File: src/rtl/ucode_sequencer.sv
// Microcode sequencer: expands each accepted instruction into N+1 uops read from a
// zero-latency control store, with back-to-back acceptance on the last uop.
module ucode_sequencer (
  input  logic        clk,
  input  logic        reset,
  input  logic        in_valid,
  input  logic [7:0]  in_opcode,
  input  logic        in_opcode_size,
  output logic        in_ready,
  output logic [7:0]  cs_opcode,
  output logic        cs_opcode_size,
  input  logic [63:0] cs_data,
  output logic        uop_valid,
  output logic [63:0] uop_ctrl,
  output logic [2:0]  uop_index,
  output logic        uop_last,
  input  logic        out_stall,
  input  logic        flush,
  output logic [15:0] stat_uops
);

  typedef enum logic {IDLE = 1'b0, RUN = 1'b1} state_t;

  state_t      r_state, w_state_nxt;
  logic [7:0]  r_op, w_op_nxt;
  logic        r_sz, w_sz_nxt;
  logic [2:0]  r_idx, w_idx_nxt;
  logic [2:0]  r_n, w_n_nxt;
  logic        r_first, w_first_nxt;
  logic [15:0] r_stat, w_stat_nxt;

  logic [2:0]  w_n;
  logic        w_xfer;
  logic        w_accept;

  // The uop count is only valid from the control word on the first uop;
  // later uops use the copy captured on the first transfer.
  always_comb begin
    w_n       = r_first ? cs_data[63:61] : r_n;
    uop_valid = (r_state == RUN);
    uop_last  = uop_valid && (r_idx == w_n);
    uop_ctrl  = uop_valid ? {r_idx, cs_data[60:0]} : 64'h0;
    in_ready  = (r_state == IDLE) ? !flush : (uop_last && !out_stall && !flush);
    w_xfer    = uop_valid && !out_stall && !flush;
    w_accept  = in_valid && in_ready;
  end

  always_comb begin
    w_state_nxt = r_state;
    w_op_nxt    = r_op;
    w_sz_nxt    = r_sz;
    w_idx_nxt   = r_idx;
    w_n_nxt     = r_n;
    w_first_nxt = r_first;
    w_stat_nxt  = r_stat;
    if (w_xfer)
      w_stat_nxt = r_stat + 16'd1;
    if (flush) begin
      w_state_nxt = IDLE;
      w_idx_nxt   = 3'd0;
      w_first_nxt = 1'b0;
      w_n_nxt     = 3'd0;
    end else if (w_accept) begin
      // In RUN this coincides with the last uop's transfer: no bubble.
      w_state_nxt = RUN;
      w_op_nxt    = in_opcode;
      w_sz_nxt    = in_opcode_size;
      w_idx_nxt   = 3'd0;
      w_first_nxt = 1'b1;
    end else if (w_xfer) begin
      if (uop_last) begin
        w_state_nxt = IDLE;
        w_idx_nxt   = 3'd0;
        w_first_nxt = 1'b0;
        w_n_nxt     = 3'd0;
      end else begin
        w_idx_nxt   = r_idx + 3'd1;
        w_n_nxt     = w_n;
        w_first_nxt = 1'b0;
      end
    end
  end

  always_ff @(posedge clk or negedge reset) begin
    if (!reset) begin
      r_state <= IDLE;
      r_op    <= 8'h00;
      r_sz    <= 1'b0;
      r_idx   <= 3'd0;
      r_n     <= 3'd0;
      r_first <= 1'b0;
      r_stat  <= 16'h0000;
    end else begin
      r_state <= w_state_nxt;
      r_op    <= w_op_nxt;
      r_sz    <= w_sz_nxt;
      r_idx   <= w_idx_nxt;
      r_n     <= w_n_nxt;
      r_first <= w_first_nxt;
      r_stat  <= w_stat_nxt;
    end
  end

  assign cs_opcode      = r_op;
  assign cs_opcode_size = r_sz;
  assign uop_index      = r_idx;
  assign stat_uops      = r_stat;

endmodule

File: config.mk
export PLATFORM = sky130hd
export DESIGN_NAME = ucode_sequencer
export DESIGN_NICKNAME = d
export VERILOG_FILES = /design/src/rtl/ucode_sequencer.sv
export SDC_FILE = /design/constraint.sdc
export NUM_CORES = 1
export LEC_CHECK = 0
export BUFFER_PORTS_ARGS = -buffer_cell sky130_fd_sc_hd__buf_2
export CORE_AREA = 2 2 72 74
export CTS_BUF_LIST = sky130_fd_sc_hd__clkbuf_4
export DETAILED_ROUTE_END_ITERATION = 7
export DIE_AREA = 0 0 74 76
export PLACE_DENSITY = 0.93
export SLEW_MARGIN = 20
export SYNTH_ARGS = -nofsm -noshare
export SYNTH_HDL_FRONTEND = slang
export SYNTH_SLANG_ARGS = --single-unit
File: constraint.sdc
create_clock -name clk -period 3.37 [get_ports clk]
set_clock_uncertainty 0.15 [all_clocks]
set_input_delay 0.337 -clock clk [delete_from_list [all_inputs] [get_ports clk]]
set_output_delay 0.337 -clock clk [all_outputs]
set_load 0.1 [all_outputs]
==> summary.md <==
| Metric | Value |
|---|---|
| Seq/Total Area, Yosys | roughly two fifths |
| Slew @ Worst Pin | 0.745 ns |
| Reg2reg end | cs_opcode_size |
| F_max | around 0.36 GHz |
| Max VDD drop | 0.630 mV |
| Tot Pwr | about 1.7 mW |
| Layout Cells excl Fill | approximately 440 |
| Nets | around 450 |
| Type of origin of the critical path | flip-flop |
| Area delta synth->final | 49.6% |
| Final setup fails | 0 |
| # DRC | 0 |
| Tcrit/Tclk final | 81.6% |
| Design area | slightly below 3000 sq um |
| CP required | about 2.9 ns |
| Max Used Layer | met4 |
| Row count | 26 |
| Routability Congestion | between 0.7 and 0.8 |
| Post-DRT Antenna Nets | 0 |
| CTS Buf Count | 5 |
| MaxCap Viol Count | 0 |
| Power Density | 565 nW/um^2 |
| Chip Height | around 76 um |
| Slew headroom | 50.3% |
| Count of final max-slew check failures | 0 |
| Final hold violation count | 0 |
| Die width | 74 um |
| Wire per inst | around 15 um |
| Most frequent cells in the layout | buf_2 (172), and2_1 (65), dfrtp_1 (33) |
| Critical path arrival | 2.26 ns |
| Leak | 1.70 nW |
| Gr ovfl total | 0 |
| CTS tree | done |
| GRT Total Usage | between 20% and 30% |
| Asr flop ratio synth | between 90% and 100% |
| RSZ-0062 raised after global routing | false |
| Vias in the first global route | 1973 |
| DR vias/cell | about 4.7 |
| Crit Path Max Fanout | 8 |
| Skew-Pair Late Insertion Delay | 0.32 ns |
| Metal2 WL | between 3000 and 4000 um |
| Area after DPL | ~2900 sq um |
| Hold Path Class | in2reg |
| Outcome | finished, final reports clean |
| CTS H-tree lvls | 2 |
| Prevailing post-synth register cell | dfrtp_1 |
| Layout cell share with drive strength beyond 1 | 53.3% |
| Initial core utilization | around 40% |
| Number of synthesized register bits | 33 |
| FF-to-FF Start | r_first |
| Worst Reg-to-Reg Cells | 6 |
| Clock transition at path regs | about 0.11 ns |
| M1 WL | 2500 um |
| Setup bufs post-CTS | 0 |
| Yosys cell types | 33 |
| Root buf cell | clkbuf_4 |
| Placed insts | 430 |
| Full die area | around 5600 sq um |
| # diodes | 0 |
| Setup tns final | 0 ns |
| Post-synth net total | ~280 |
| YS warnings | 0 |
| Hold Path Sink | cs_opcode[0] |
| Min Tclk post-route | roughly 2.7 ns |
| Routed WL | 6390 um |
| Clk buf depth | 2 |
| First-pass GRT wire length | 9660 um |
| Post-Syn Area | about 2000 sq um |
| Leading cell type in the layout, fill and taps excluded | buf_2 |
| HPWL Detailed | a little over 5000 um |
| Total clock sinks | 33 |
| Routed vias | 2065 |
| HP Start | in_opcode[0] |
| Drt pass-1 iters | 4 |
| I/O pin cnt | about 170 |
| Reg2reg setup slack | between 0.8 and 0.9 ns |
| Core ar. | about 4900 sq um |
| Worst setup EP type | output pin |
| Avg Inst Size Synth | roughly 10 sq um |
| Cts hold-fix bufs | 1 |
| PortBufs | around 170 |
| DRT iter0 DRCs | ~110 |
| Synth Instances | around 200 |
| CP Class | reg2out |
| Initial antenna violation count | 0 |
| Post-synth EDFFs | 0 |
| Worst hold stages | 2 |
| Post-cts resize count | 0 |
| Largest net degree at the start of global routing | 64 |
| Met3 WL | 711 um |
| Critical Path Source | r_first |
-- through the flow --
stage / hold slack (ns) / worst slack, ns / utilization, %
floorplan: -0.109 / 0.348 / -
global placement: 0.279 / 0.969 / 58.9
detailed placement: 0.290 / 0.865 / 58.9
CTS: 0.0724 / 0.596 / 60.1
global route: 0.0631 / 0.416 / 60.1
finish: 0.0871 / 0.620 / 60.1
-- cells in the mapped netlist (2+ instances only) --
library cell / instances / area [sq um]
xor2_1: 3 / 26.3
mux2_4: 6 / 90.1
nand4_1: 3 / 18.8
and3_1: 3 / 18.8
nor2_1: 5 / 18.8
mux2_2: 4 / 45.0
buf_6: 2 / 22.5
clkbuf_1: 9 / 33.8
nor2b_1: 3 / 18.8
and4_1: 2 / 17.5
xnor2_1: 15 / 131
nand3_1: 5 / 25.0
mux2i_1: 4 / 40.0
ha_1: 2 / 25.0
and2_1: 65 / 407
inv_1: 5 / 18.8
o32ai_1: 3 / 26.3
nand2_1: 10 / 37.5
dfrtp_1: 33 / 826
-- flip-flops by register name (all words and copies together), names as in the netlist --
name / flops
uop_valid: 1
uop_index: 3
cs_opcode_size: 1
r_n: 3
cs_opcode: 8
r_first: 1
stat_uops: 16
-- worst max path at each step --
stage	endpoint	slack [ns]	cells after the start
detailed placement	cs_opcode_size	0.86	6
global route	in_ready	0.42	5
floorplan	uop_last	0.35	4
global placement	cs_opcode[2]	0.97	6
finish	in_ready	0.62	5
CTS	in_ready	0.60	5
-- report_power, final --
group | internal (mW) | leakage (nW) | total, mW | switching, mW
Sequential | 0.445 | 0.432 | 0.493 | 0.0481
Combinational | 0.175 | 1.24 | 0.968 | 0.793
Clock | 0.0838 | 0.0292 | 0.207 | 0.123
-- area by class of cell --
| type | count | area [sq um] |
|---|---|---|
| Inverter | 5 | 18.8 |
| Clock inverter | 1 | 3.75 |
| Multi-Input combinational cell | 147 | 1080 |
| Sequential cell | 33 | 826 |
| Clock buffer | 6 | 45.0 |
| Tap cell | 70 | 87.6 |
| Timing Repair Buffer | 176 | 893 |
| Fill cell | 446 | 1960 |
-- critical path: stages, from the launching register on --
cell,delay [ns]
dfrtp_1,0.51
mux2i_1,0.26
xnor2_1,0.13
o41ai_2,0.42
nor2b_2,0.20
buf_2,0.42
-- routing by layer --
layer / vias to the layer above / track usage [%]
met5: - / 0
met4: 0 / 6.55
met3: 12 / 7.67
met2: 109 / 36.5
met1: 958 / 27.7
li1: 986 / -
-- logic make-up after synthesis --
family          count (synthesis)  share of synthesized area, %
compound gates                 11                          4.69
xor+xnor                       18                          7.99
fa+ha+maj                       2                          1.27
buf+inv                        16                          3.80
flops                          33                          41.9
mux                            14                          8.88
simple gates                  102                          31.5
(Power assumes the default switching activity.)
